===== src/rtl/hack_pkg.sv =====
// Shared definitions for the Hack instruction-store loader: word geometry,
// frame layout constants and the loader state encoding.
package hack_pkg;

  localparam int HACK_ADDR_W    = 15;
  localparam int HACK_DATA_W    = 16;
  localparam int HACK_MAX_WORDS = 32768;

  localparam int FRAME_LEN_BYTES      = 2;
  localparam int FRAME_BYTES_PER_WORD = 2;
  localparam logic [7:0] FRAME_SUM_OK = 8'h00;

  typedef enum logic [2:0] {
    IDLE,
    LEN_HI,
    LEN_LO,
    DATA_HI,
    DATA_LO,
    CSUM,
    DONE,
    ERR
  } loader_state_e;

  // A session spans every state that consumes frame bytes.
  function automatic logic in_session(input loader_state_e s);
    return (s == LEN_HI) || (s == LEN_LO) || (s == DATA_HI) ||
           (s == DATA_LO) || (s == CSUM);
  endfunction

endpackage


===== src/rtl/rom_loader_if.sv =====
// Byte stream link (valid/ready) from the host into the loader.
interface rom_loader_if;
  logic [7:0] data;
  logic       valid;
  logic       ready;

  modport master (output data, output valid, input ready);
  modport slave  (input data, input valid, output ready);
endinterface


===== src/rtl/rom_loader_csum.sv =====
// 8-bit running sum of frame bytes; zero_next reports whether adding the
// current byte would bring the total to zero.
module rom_loader_csum
  import hack_pkg::*;
(
  input  logic       clk,
  input  logic       rst_n,
  input  logic       clear,
  input  logic       add_en,
  input  logic [7:0] add_data,
  output logic       zero_next
);

  logic [7:0] sum_q;
  logic [7:0] sum_d;
  logic [7:0] sum_plus;

  assign sum_plus  = sum_q + add_data;
  assign zero_next = (sum_plus == FRAME_SUM_OK);

  always_comb begin
    sum_d = sum_q;
    if (clear) begin
      sum_d = 8'h00;
    end else if (add_en) begin
      sum_d = sum_plus;
    end
  end

  always_ff @(posedge clk or negedge rst_n) begin
    if (!rst_n) begin
      sum_q <= 8'h00;
    end else begin
      sum_q <= sum_d;
    end
  end

endmodule


===== src/rtl/rom_loader.sv =====
// Frames a host byte stream into 16-bit Hack words and writes them into the
// instruction memory, holding the CPU in reset until a load verifies.
module rom_loader
  import hack_pkg::*;
#(
  parameter int          ADDR_W    = HACK_ADDR_W,
  parameter int          DATA_W    = HACK_DATA_W,
  parameter int unsigned MAX_WORDS = HACK_MAX_WORDS
) (
  input  logic              clk,
  input  logic              rst_n,
  input  logic              start,
  rom_loader_if.slave       in_if,
  output logic              wr_en,
  output logic [ADDR_W-1:0] wr_addr,
  output logic [DATA_W-1:0] wr_data,
  output logic              cpu_reset,
  output logic              busy,
  output logic              done,
  output logic              error,
  output logic [ADDR_W:0]   words_loaded
);

  loader_state_e     state_q, state_d;
  logic [15:0]       len_q, len_d;
  logic [7:0]        hi_q, hi_d;
  logic [ADDR_W:0]   words_q, words_d;
  logic              wr_en_q, wr_en_d;
  logic [ADDR_W-1:0] wr_addr_q, wr_addr_d;
  logic [DATA_W-1:0] wr_data_q, wr_data_d;

  logic              accept;
  logic              csum_clear;
  logic              csum_zero;
  logic [15:0]       len_full;
  logic [ADDR_W:0]   words_inc;

  assign busy         = in_session(state_q);
  assign in_if.ready  = busy;
  assign accept       = busy && in_if.valid;
  assign done         = (state_q == DONE);
  assign error        = (state_q == ERR);
  assign cpu_reset    = (state_q != IDLE) && (state_q != DONE);
  assign wr_en        = wr_en_q;
  assign wr_addr      = wr_addr_q;
  assign wr_data      = wr_data_q;
  assign words_loaded = words_q;

  assign len_full  = {len_q[15:8], in_if.data};
  assign words_inc = words_q + 1'b1;

  rom_loader_csum u_csum (
    .clk       (clk),
    .rst_n     (rst_n),
    .clear     (csum_clear),
    .add_en    (accept),
    .add_data  (in_if.data),
    .zero_next (csum_zero)
  );

  always_comb begin
    state_d    = state_q;
    len_d      = len_q;
    hi_d       = hi_q;
    words_d    = words_q;
    wr_en_d    = 1'b0;
    wr_addr_d  = wr_addr_q;
    wr_data_d  = wr_data_q;
    csum_clear = 1'b0;

    unique case (state_q)
      IDLE, DONE, ERR: begin
        if (start) begin
          state_d    = LEN_HI;
          words_d    = '0;
          csum_clear = 1'b1;
        end
      end
      LEN_HI: begin
        if (accept) begin
          len_d[15:8] = in_if.data;
          state_d     = LEN_LO;
        end
      end
      LEN_LO: begin
        if (accept) begin
          len_d = len_full;
          if (32'(len_full) > MAX_WORDS) begin
            state_d = ERR;
          end else if (len_full == 16'h0000) begin
            state_d = CSUM;
          end else begin
            state_d = DATA_HI;
          end
        end
      end
      DATA_HI: begin
        if (accept) begin
          hi_d    = in_if.data;
          state_d = DATA_LO;
        end
      end
      DATA_LO: begin
        // The write address is the pre-increment count, so word k lands at k.
        if (accept) begin
          wr_en_d   = 1'b1;
          wr_addr_d = words_q[ADDR_W-1:0];
          wr_data_d = DATA_W'({hi_q, in_if.data});
          words_d   = words_inc;
          state_d   = (32'(words_inc) == 32'(len_q)) ? CSUM : DATA_HI;
        end
      end
      CSUM: begin
        if (accept) begin
          state_d = csum_zero ? DONE : ERR;
        end
      end
      default: state_d = IDLE;
    endcase
  end

  always_ff @(posedge clk or negedge rst_n) begin
    if (!rst_n) begin
      state_q   <= IDLE;
      len_q     <= '0;
      hi_q      <= '0;
      words_q   <= '0;
      wr_en_q   <= 1'b0;
      wr_addr_q <= '0;
      wr_data_q <= '0;
    end else begin
      state_q   <= state_d;
      len_q     <= len_d;
      hi_q      <= hi_d;
      words_q   <= words_d;
      wr_en_q   <= wr_en_d;
      wr_addr_q <= wr_addr_d;
      wr_data_q <= wr_data_d;
    end
  end

endmodule


===== src/flat_wrapper.sv =====
// flat-port wrapper written by rule: the top's interface ports become plain ports
module rom_loader_flat import hack_pkg::*;
#(
  parameter int          ADDR_W    = HACK_ADDR_W,
  parameter int          DATA_W    = HACK_DATA_W,
  parameter int unsigned MAX_WORDS = HACK_MAX_WORDS
)
  (clk, rst_n, start, wr_en, wr_addr, wr_data, cpu_reset, busy, done, error, words_loaded, in_if_data, in_if_valid, in_if_ready);
  rom_loader_if in_if_i ();
  input  logic clk;
  input  logic rst_n;
  input  logic start;
  output logic wr_en;
  output logic [ADDR_W-1:0] wr_addr;
  output logic [DATA_W-1:0] wr_data;
  output logic cpu_reset;
  output logic busy;
  output logic done;
  output logic error;
  output logic [ADDR_W:0] words_loaded;
  input wire logic [$bits(in_if_i.data)-1:0] in_if_data;
  input wire logic [$bits(in_if_i.valid)-1:0] in_if_valid;
  output wire logic [$bits(in_if_i.ready)-1:0] in_if_ready;
  assign in_if_i.data = in_if_data;
  assign in_if_i.valid = in_if_valid;
  assign in_if_ready = in_if_i.ready;
  rom_loader #(.ADDR_W(ADDR_W), .DATA_W(DATA_W), .MAX_WORDS(MAX_WORDS)) u_core (.clk(clk), .rst_n(rst_n), .start(start), .in_if(in_if_i), .wr_en(wr_en), .wr_addr(wr_addr), .wr_data(wr_data), .cpu_reset(cpu_reset), .busy(busy), .done(done), .error(error), .words_loaded(words_loaded));
endmodule

===== config.mk =====
export PLATFORM = sky130hd
export DESIGN_NAME = rom_loader_flat
export DESIGN_NICKNAME = d
export VERILOG_FILES = /design/src/rtl/hack_pkg.sv /design/src/rtl/rom_loader_if.sv /design/src/rtl/rom_loader_csum.sv /design/src/rtl/rom_loader.sv /design/src/flat_wrapper.sv
export SDC_FILE = /design/constraint.sdc
export NUM_CORES = 1
export LEC_CHECK = 0
export CELL_PAD_IN_SITES_DETAIL_PLACEMENT = 1
export CELL_PAD_IN_SITES_GLOBAL_PLACEMENT = 2
export CORE_MARGIN = 2
export CORE_UTILIZATION = 30
export CTS_CLUSTER_DIAMETER = 150
export CTS_CLUSTER_SIZE = 20
export DETAILED_ROUTE_END_ITERATION = 8
export GPL_ROUTABILITY_DRIVEN = 0
export GPL_TIMING_DRIVEN = 0
export HOLD_SLACK_MARGIN = 0.15
export PLACE_DENSITY_LB_ADDON = 0.1
export SLEW_MARGIN = 20
export SYNTH_ARGS = -nofsm -noshare
export SYNTH_HDL_FRONTEND = slang
export SYNTH_SLANG_ARGS = --single-unit
export TNS_END_PERCENT = 100

===== constraint.sdc =====
create_clock -name clk -period 1.95 [get_ports clk]
set_input_delay 0.2925 -clock clk [delete_from_list [all_inputs] [get_ports clk]]
set_output_delay 0.2925 -clock clk [all_outputs]
set_load 0.01 [all_outputs]

==> results.txt, run 1 <==
Hold-critical path endpoint: u_core.wr_data[1]
Hold_sp: in_if_data[1]
Mapped Cells: 453
Die height: 124 um
Overall Global Routing Usage: 18.3%
LEAKAGE: 2.59 nW
Syn nets: 474
Routed vias: 3,645
First-pass GRT wire length: 21,100 um
Yosys warning total: 0
Sequential-to-total area share from yosys stat: 48.2%
Top Layer Used: met4
Fin Setup TNS: -135 ps
Initial antenna violation count: 0
IO Count: 65
Peak VDD IR: 0.000646 V
Worst Hold Class: in2reg
RSZ-0062 raised after global routing: yes
Per-cell routed wire length: 18.0 um
Largest stage delay, worst path: 380 ps
DRT Pass-1 Iters: 4
Synth cell types: 50
CTS clk-pin slew, worst paths: 70 ps
R2R Setup Slk: -60 ps
Syn Area/Cell: 9.50 sq um
Yosys reg bits: 83
Worst-Margin Slew: 561 ps
Crit Path Max Fanout: 6
Reg2reg start: u_core.words_loaded[1]
Core footprint: 13,900 sq um
Crit path DAT: 2240 ps
Worst Setup End Kind: flip-flop
CP Launch Type: flip-flop
Design area: 5860 sq um
Critical path buffers and inverters: 2
CTS H-Tree Depth: 3
Layout cells sized above 1: 22.5%
Clk Latency, worst-skew pair: 350 ps
Reg area: 2090 sq um
Initial drt markers: 132
Initial Utilization: 30.9%
Fill cells: 1,584
Die area: 15,300 sq um
CP max-delay cell: dfrtp_2
Met3 wire length: 438 um
Congestion Overflow GR: 0
Netlist Area Pre-Place: 4310 sq um
Final WL: 13,100 um
Delay-heaviest family, CP: compound AO/OA/AOI/OAI gates
Post-synth EDFFs: 0
Area grow syn2layout: 36.2%
Final net count: 566
Main synth FF type: dfrtp_1
Setup ws final: -60.9 ps
Root buffer cell: clkbuf_16
DRC: 0
CP Cell Sequence: buf_4 -> and4_4 -> a21oi_1 -> o31ai_1 -> a31oi_1 -> nor4_2 -> buf_4 -> a21oi_2
Peak Freq: 497 MHz
Most frequent cell on the critical path: buf_4
Power, Total: 7.68 mW
Count of maximum capacitance violations: 0
CTS tree: yes
Setup Crit Path Kind: reg2reg
Hold Path Depth: 3
Post-DRT Antenna Nets: 0
Max-slew violation count: 0
Met2 wire len: 6430 um
Die X: 124 um
Area of the multi-input gates: 2290 sq um
Most common cell after layout, fill and taps aside: nand2_1
Vias per std cell: 4.99
Vias in the first global route: 3,860
Antenna diodes: 0
CTS buffer count: 9
Pwr per Cell Area: 1310 nW/um^2
IO Port Bufs: 64
Hpwl dp: 8960 um
Clock Skew: 15.8 ps
Clock sink count: 83
Post-route minimum period: 2010 ps
Worst EP required: 2170 ps
FFs w/ async S/R, synth: 100%
Final worst-path cycle share: 103%
Clock Path Buffers: 2
Outcome: finished with violations
Util after Layout: 42.1%
Number of hold violations in the final report: 0
Num rows: 43
Final-report setup violation count: 3
RR Endpoint: u_core.state_q[1]
R2R depth: 8
Maximum number of pins on one net before global-route repair: 56
DP Area: 5220 sq um
M1 WL: 6080 um
Slew Limit Headroom: 62.6%
Most frequent cells in the layout: nand2_1 (109), dfrtp_1 (74), clkdlybuf4s50_1 (52), o21ai_0 (31), buf_4 (27)
Failing checks: negative setup slack
==> per-layer routing <==
layer / global-route usage [%] / vias to the layer above
met5: 0 / -
met1: 23.8 / 1805
li1: - / 1766
met4: 4.97 / 0
met3: 4.21 / 11
met2: 30.6 / 63
==> how the worst max path moves through the flow <==
stage,from,cells past startpoint,endpoint
after global placement,rst_n,1,u_core.words_loaded[1]
after detailed placement,in_if_valid,7,u_core.wr_addr[12]
after CTS,u_core.words_loaded[0],8,u_core.state_q[1]
final,u_core.words_loaded[1],8,u_core.state_q[1]
after global routing,u_core.words_loaded[9],8,u_core.state_q[1]
after floorplan,u_core.words_loaded[0],7,u_core.state_q[1]
==> state kept, by name (all words and copies together), names as in the netlist <==
name and cells:
u_core.state_q 3, u_core.words_loaded 16, u_core.u_csum.sum_q 8, u_core.wr_data 16
u_core.len_q 16, u_core.hi_q 8, u_core.wr_en 1, u_core.wr_addr 15
==> report_power, final <==
| group | leakage, nW | internal, mW | switching [mW] |
|---|---|---|---|
| combinational | 1.39 | 1.69 | 1.57 |
| sequential | 1.06 | 2.27 | 0.482 |
| clock | 0.138 | 0.917 | 0.747 |
| total | 2.59 | 4.88 | 2.80 |
==> Yosys cell counts (all sizes together) (2+ instances only) <==
cell,instances,area [sq um]
o41ai,2,17.5
nor2,24,90.1
a22o,7,61.3
and2,5,31.3
buf,11,55.1
a211oi,3,22.5
nand2,109,409
nor2b,3,18.8
xor2,9,78.8
a31oi,8,50.1
dfrtp,83,2080
clkbuf,16,60.1
a21oi,15,78.8
nand4b,2,17.5
a21o,2,15.0
nor4,8,56.3
mux2,25,282
nand3,10,55.1
xnor2,20,175
inv,4,15.0
nand4,5,46.3
o31a,2,17.5
o21ai,31,155
and4,3,26.3
nor3,8,45.0
o31ai,6,45.0
o211ai,3,22.5
o21bai,2,15.0
ha,8,100
nor3b,4,41.3
nand3b,2,15.0
or2,2,12.5
and3,4,25.0
==> logic make-up (layout without fill, tap and decap cells) <==
group / after synthesis / after routing / share of synthesized area, %
compound gates: 85 / 85 / 12.4
fa+ha+maj: 9 / 9 / 2.79
xor+xnor: 29 / 29 / 5.90
mux: 25 / 25 / 6.54
buf+inv: 31 / 128 / 3.02
flops: 83 / 83 / 48.2
simple gates: 191 / 191 / 21.1
==> final cells by class <==
cell class / instances / share of cell area [%]
Clock inverter: 5 / 0.726
Multi-Input combinational cell: 339 / 39.0
Inverter: 4 / 0.299
Timing Repair Buffer: 87 / 14.1
Buffer: 21 / 2.24
Sequential cell: 83 / 35.6
Tap cell: 180 / 3.84
Clock buffer: 11 / 4.14
==> stage by stage <==
step | hold WS (ps) | instances | setup slack [ps]
3_5_place_dp | 255 | 698 | -818
4_1_cts | 432 | 723 | -20.8
3_3_place_gp | 442 | 697 | -2950
6_report | 316 | 730 | -60.9
2_1_floorplan | -3.09 | 453 | 27.9
5_1_grt | 349 | 730 | -270
==> tightest hold or removal path, stage by stage <==
cell and delay (ps):
clkbuf_2 190, nand2_1 100, nand2_1 40
==> repair_timing <==
action                     CTS  global route
setup buffers               13             8
hold endpoints to repair    28             0
gates resized for setup     51            27
pin swaps                    9            20
setup endpoints to repair   71            19
hold buffers                 1             0
Power figures use the tool's default switching activity.
==> run 2, diff against run 1 <==
--- a/config.mk
+++ b/config.mk
@@ -9,7 +9,7 @@
 export CELL_PAD_IN_SITES_GLOBAL_PLACEMENT = 2
 export CORE_MARGIN = 2
 export CORE_UTILIZATION = 30
-export CTS_CLUSTER_DIAMETER = 150
+export CTS_CLUSTER_DIAMETER = 200
 export CTS_CLUSTER_SIZE = 20
 export DETAILED_ROUTE_END_ITERATION = 8
 export GPL_ROUTABILITY_DRIVEN = 0
==> results of run 2 <==
Same layout as run 1: the final DEF is identical, and so are final timing and power.
==> run 3, diff against run 2 <==
--- a/config.mk
+++ b/config.mk
@@ -12,7 +12,6 @@
 export CTS_CLUSTER_DIAMETER = 200
 export CTS_CLUSTER_SIZE = 20
 export DETAILED_ROUTE_END_ITERATION = 8
-export GPL_ROUTABILITY_DRIVEN = 0
 export GPL_TIMING_DRIVEN = 0
 export HOLD_SLACK_MARGIN = 0.15
 export PLACE_DENSITY_LB_ADDON = 0.1
==> results of run 3 <==
Same layout as run 1: the final DEF is identical, and so are final timing and power.
